## config.mk

```make
export PLATFORM = sky130hd
export DESIGN_NAME = alu_cmd_ctrl
export DESIGN_NICKNAME = d
export VERILOG_FILES = /design/src/rtl/alu_cmd_ctrl.sv
export SDC_FILE = /design/constraint.sdc
export NUM_CORES = 1
export LEC_CHECK = 0
export ABC_AREA = 1
export BUFFER_PORTS_ARGS = -buffer_cell sky130_fd_sc_hd__buf_4
export CORE_UTILIZATION = 35
export CTS_BUF_LIST = sky130_fd_sc_hd__clkbuf_16
export DETAILED_ROUTE_END_ITERATION = 6
export HOLD_SLACK_MARGIN = 0.06
export PLACE_DENSITY = 0.77
export SETUP_SLACK_MARGIN = 0.15
export SYNTH_ARGS = -nofsm -noshare
export SYNTH_HDL_FRONTEND = slang
export SYNTH_SLANG_ARGS = --single-unit
```

## constraint.sdc

```tcl
create_clock -name clk -period 2.6 [get_ports clk]
set_clock_uncertainty 0.05 [all_clocks]
set_input_delay 0.13 -clock clk [delete_from_list [all_inputs] [get_ports clk]]
set_output_delay 0.13 -clock clk [all_outputs]
set_load 0.005 [all_outputs]
```

## src/rtl/alu_cmd_ctrl.sv

```systemverilog
// Command controller for an external 4-bit combinational ALU.
// Accepts one command, runs one ALU cycle, then holds the result until consumed.
module alu_cmd_ctrl #(
  parameter logic [3:0] ACC_INIT = 4'h0
) (
  input  logic       clk,
  input  logic       reset,
  input  logic       cmd_valid,
  output logic       cmd_ready,
  input  logic [1:0] cmd_op,
  input  logic [3:0] cmd_a,
  input  logic [3:0] cmd_b,
  input  logic       cmd_use_acc,
  output logic [3:0] alu_inA,
  output logic [3:0] alu_inB,
  output logic [1:0] alu_op,
  input  logic [3:0] alu_ans,
  output logic       rsp_valid,
  input  logic       rsp_ready,
  output logic [3:0] rsp_data,
  output logic [3:0] acc
);

  typedef enum logic [1:0] {
    StIdle,
    StExec,
    StResp
  } state_e;

  state_e     state_q, state_d;
  logic [1:0] op_q, op_d;
  logic [3:0] a_q, a_d;
  logic [3:0] b_q, b_d;
  logic [3:0] rsp_data_q, rsp_data_d;
  logic [3:0] acc_q, acc_d;

  logic accept;
  logic exec_done;

  assign accept    = (state_q == StIdle) && cmd_valid;
  assign exec_done = (state_q == StExec);

  always_ff @(posedge clk) begin
    if (reset) begin
      state_q <= StIdle;
    end else begin
      state_q <= state_d;
    end
  end

  always_comb begin
    state_d = state_q;
    unique case (state_q)
      StIdle: if (cmd_valid) state_d = StExec;
      StExec: state_d = StResp;
      StResp: if (rsp_ready) state_d = StIdle;
      default: state_d = StIdle;
    endcase
  end

  always_ff @(posedge clk) begin
    if (reset) begin
      op_q       <= 2'b00;
      a_q        <= 4'h0;
      b_q        <= 4'h0;
      rsp_data_q <= 4'h0;
      acc_q      <= ACC_INIT;
    end else begin
      op_q       <= op_d;
      a_q        <= a_d;
      b_q        <= b_d;
      rsp_data_q <= rsp_data_d;
      acc_q      <= acc_d;
    end
  end

  // The accumulator is sampled here at acceptance, so a command issued right
  // after a response already sees the value that response wrote.
  always_comb begin
    op_d       = op_q;
    a_d        = a_q;
    b_d        = b_q;
    rsp_data_d = rsp_data_q;
    acc_d      = acc_q;
    if (accept) begin
      op_d = cmd_op;
      b_d  = cmd_b;
      a_d  = cmd_use_acc ? acc_q : cmd_a;
    end
    if (exec_done) begin
      rsp_data_d = alu_ans;
      acc_d      = alu_ans;
    end
  end

  always_comb begin
    cmd_ready = (state_q == StIdle);
    rsp_valid = (state_q == StResp);
    alu_inA   = a_q;
    alu_inB   = b_q;
    alu_op    = op_q;
    rsp_data  = rsp_data_q;
    acc       = acc_q;
  end

endmodule

```

======== Yosys cells after proc, flatten, opt, wreduce, memory -nomap -nowiden ========
Index checks and enable logic that the tools add are counted.
word-level totals
  bits in registers ....................... 16
  input port bits ......................... 19
  output and inout bits ................... 20
  logic and storage cells ................. 16
cells by class
  equal/unequal tests ..................... 4
  multiplexer cells ....................... 4
  reductions and logical operators ........ 3
operators with widths
  kind                count
  $pmux 2 s3          1
  $mux 2              2
  $mux 4              1
  $eq 2x1->1 const B  1
  $eq 2x2->1 const B  1
  $logic_not 2->1     1
  $ne 2x1->1 const B  1
  $ne 2x2->1 const B  1
  $reduce_and 2->1    1
  $logic_and 1x1->1   1

======== Logic depth before layout (Yosys ltp) ========
  word-level depth ........................ 3
  mapped depth ............................ 5
  mapped depth without buffers ............ 5

======== Worst setup path before layout ========
No wires, ideal clock.
  kind .................................... flip-flop to flip-flop
  start point ............................. register state_q[0]
  end point ............................... register b_q[3] (netlist: alu_inB[3])
  library setup time ...................... 0.115 ns
  arrival time ............................ 0.767 ns
  required time ........................... 2.435 ns
  path slack .............................. 1.668 ns
  cell stages (with the launch flop) ...... 6
  buffers on the path ..................... 1
  clock period less this slack ............ 0.932 ns
  cell sequence ........................... dfxtp_1 nor2_4 buf_6 nand3b_1 nand2_1 nor2_1
on the way
  word-level cells in the longest chain between the ends .. 2
RTL lines
  item                      RTL line  text
  start: declaration        30        state_e state_q, state_d;
  start signal: assignment  45        state_q <= StIdle;
  start signal: assignment  47        state_q <= state_d;
  $logic_not 2->1           n/a
  named net cmd_ready       9         output logic cmd_ready,
  $logic_and 1x1->1         40        assign accept = (state_q == StIdle) && cmd_valid;
  end signal: assignment    65        b_q <= 4'h0;
  end signal: assignment    71        b_q <= b_d;
  end: declaration          33        logic [3:0] b_q, b_d;
The timed path passes the listed nets, and every way through them passes these cells.
A chain may end at the register's enable or synchronous reset.

==> results by group <==
Logic synthesis
  – Largest cells by area after synthesis: dfxtp_1, nand2_1, nor2_1
  – Synthesis-stage register bit count: 16
  – Synthesized-area fraction occupied by adder cells: 0%
  – Synth top area share: 44.21%
  – Post-synthesis mux area share: 0%
  – Mean Syn Cell Area: 7.033 sq um
  – Syn Nets: 122
  – Yosys warnings: 0
  – Syn Inst Count: 103
  – Synth area leader: dfxtp_1
  – Seq/Total Area, Yosys: 44.21%
  – Synth Flop Type: dfxtp_1
  – Top post-synthesis cells by count: nand2_1, nor2_1, dfxtp_1
  – Largest family of logic cells by synthesized area: simple AND/OR/NAND/NOR gates
  – Cell Area, Synth: 724.4 sq um
  – Asr flop ratio synth: 0%
  – Synth cell types: 12
  – Post-Synth XOR/XNOR Area: 0%
  – EDFF count, synth: 0
  – Post-synthesis compound-gate area fraction: 7.599%
  – Most frequent cell after synthesis: nand2_1
  – Post-synthesis simple-gate area fraction: 35.58%

Clock tree
  – H-tree levels: 1
  – CTS buffer count: 3
  – Post-CTS Resized: 0
  – Root Driver: clkbuf_16
  – CTS Sinks: 16
  – CTS Buffer Depth: 2
  – Clk_lat worst skew: 0.24 ns
  – CTS tree: built
  – Clock slew at reported path FFs: 0.05 ns

Worst setup path
  – Slowest stage delay, CP: 0.53 ns
  – Worst-path cell chain: dlygate4sd3_1, buf_4, inv_1, o21ai_0, nor2_1
  – CP max stage cell: dlygate4sd3_1
  – CP Max Fanout: 14
  – Reg-to-reg critical path endpoint: alu_inA[3]$_SDFFE_PP0P_
  – CP Data Arrival Time: 1.39 ns
  – Worst path bufs/invs: 3
  – FF-to-FF path depth: 4
  – CP endpoint kind: flip-flop
  – Largest delay contributor family on the critical path: buffers and inverters
  – Stages on worst setup path: 5
  – Flop-to-flop setup slack: 1.41 ns
  – Type of element launching the critical path: input port
  – Crit Reg-Reg Startpoint: state_q[0]$_SDFFE_PP0P_
  – Critical path type: input port to flip-flop
  – WP data required: 2.73 ns
  – Crit path capture: acc[1]$_SDFFE_PP0N_
  – Crit. Startpoint: reset

Placement
  – Gp weighted congestion: 0.7276
  – Post-DP HPWL: 1232 um
  – IO buf count: 38

GRT
  – Vias in the first global route: 651
  – Largest net degree at the start of global routing: 15
  – Total gr overflow: 0
  – Total GRT Usage: 15.61%
  – First-pass GRT wire length: 2470 um
  – Initial antenna violation count: 0

Floorplanning
  – Die ar.: 2256 sq um
  – DIE HEIGHT: 47.50 um
  – Area of the core: 1962 sq um
  – Top-Level Pins: 39
  – # rows: 16
  – Die X: 47.50 um
  – Initial Util: 36.93%

Route
  – Via-per-instance ratio: 4.394
  – Final wirelength: 1570 um
  – Antenna-violating nets left: 0
  – DR vias: 725
  – TritonRoute pass-1 iters: 2
  – Post-DR wirelength/cell: 9.515 um
  – Detailed Route Iter0 Violations: 3
  – DRC: 0

Flow run
  – Max-cap violations: 0

Power and ir drop
  – Leakage: 0.5591 nW
  – Pwr Density: 642.9 nW/um^2
  – Max VDD drop: 357.4 uV

Timing
  – Worst Max-Slew Pin Slew: 0.3943 ns
  – Final min period: 1.264 ns
  – Fin Setup TNS: 0 ns
  – F_max: 791.2 MHz
  – Max transition margin: 73.68%
  – Final period util: 48.61%
  – RSZ-0062 raised after global routing: no
  – Hold_ws: 0.08928 ns
  – Hold Vio Cnt, Final: 0
  – Max-slew violation count: 0
  – Setup violators final: 0

Finish
  – Antenna diodes: 0
  – NumNets Final: 159
  – Layout cell share with drive strength beyond 1: 31.16%
  – Synthesis-to-finish area growth: 47.84%

Status
  – Status: complete, no violations

Min path
  – Hold Path Class: input port to flip-flop
[stage by stage]
step,cells,total power [mW],setup WS [ns],instance area [sq um],utilization [%]
finish,165,0.6886,1.336,1071,54.59
global route,165,0.7312,1.208,1071,54.59
CTS,165,0.6982,1.342,1071,54.59
detailed placement,161,0.4106,1.433,985.9,50.26
global placement,161,0.4064,1.501,985.9,50.26
floorplan,103,0.3517,1.668,724.4,-
[placed cells by master, fill, tap and decap left out, drive strengths merged]
cell type / n
a21oi: 7
buf: 38
clkbuf: 3
dfxtp: 16
dlygate4sd3: 1
inv: 9
nand2: 29
nand3b: 6
nor2: 25
o21ai: 4
[routing by layer]
metal / wire (um) / vias up / global-route usage [%]
li1: - / 384 / -
met1: 645 / 307 / 16.51
met2: 756 / 34 / 29.59
met3: 168 / 0 / 3.019
met4: 0 / 0 / 6.857
met5: 0 / - / 0
[how the worst min path moves through the flow]
stage	start	to	slack [ns]	depth (start not counted)
floorplan	reset	state_q[1]$_SDFFE_PP0P_	0.15	1
global placement	reset	state_q[1]$_SDFFE_PP0P_	0.26	2
detailed placement	reset	state_q[1]$_SDFFE_PP0P_	0.26	2
CTS	rsp_ready	state_q[1]$_SDFFE_PP0P_	0.09	4
global route	rsp_ready	state_q[1]$_SDFFE_PP0P_	0.11	4
finish	rsp_ready	state_q[1]$_SDFFE_PP0P_	0.09	4
[cells by family after synthesis]
group,Yosys count
compound gates,11
buf+inv,16
flops,16
simple gates,60
[power breakdown]
group          total, mW  internal, mW  switching [mW]
combinational      0.126        0.0698          0.0564
clock              0.282         0.201          0.0816
sequential         0.280         0.267          0.0133
total              0.689         0.537           0.151
[sequential cells by signal, summed over array words and instances (netlist names)]
register,cells
acc,4
alu_inA,4
alu_inB,4
alu_op,2
state_q,2
[worst register-to-register path, delay by kind of cell, from the launching register on]
kind	cells	cell delay, ns
AND/OR/NAND/NOR	4	0.70
flip-flops	1	0.34
[cell type report]
class                   instances  area (sq um)
well taps                      27         33.78
inverters                       9         33.78
flip-flops and latches         16         320.3
multi-input cells              71         312.8
repair buffers                 39         295.3
fillers                       212         890.9
clock buffers                   3         75.07
[timing repair]
item | in CTS | in global routing
hold endpoints to repair | 2 | 0
setup buffers | 0 | 0
hold buffers | 1 | 0
(Power assumes the default switching activity.)
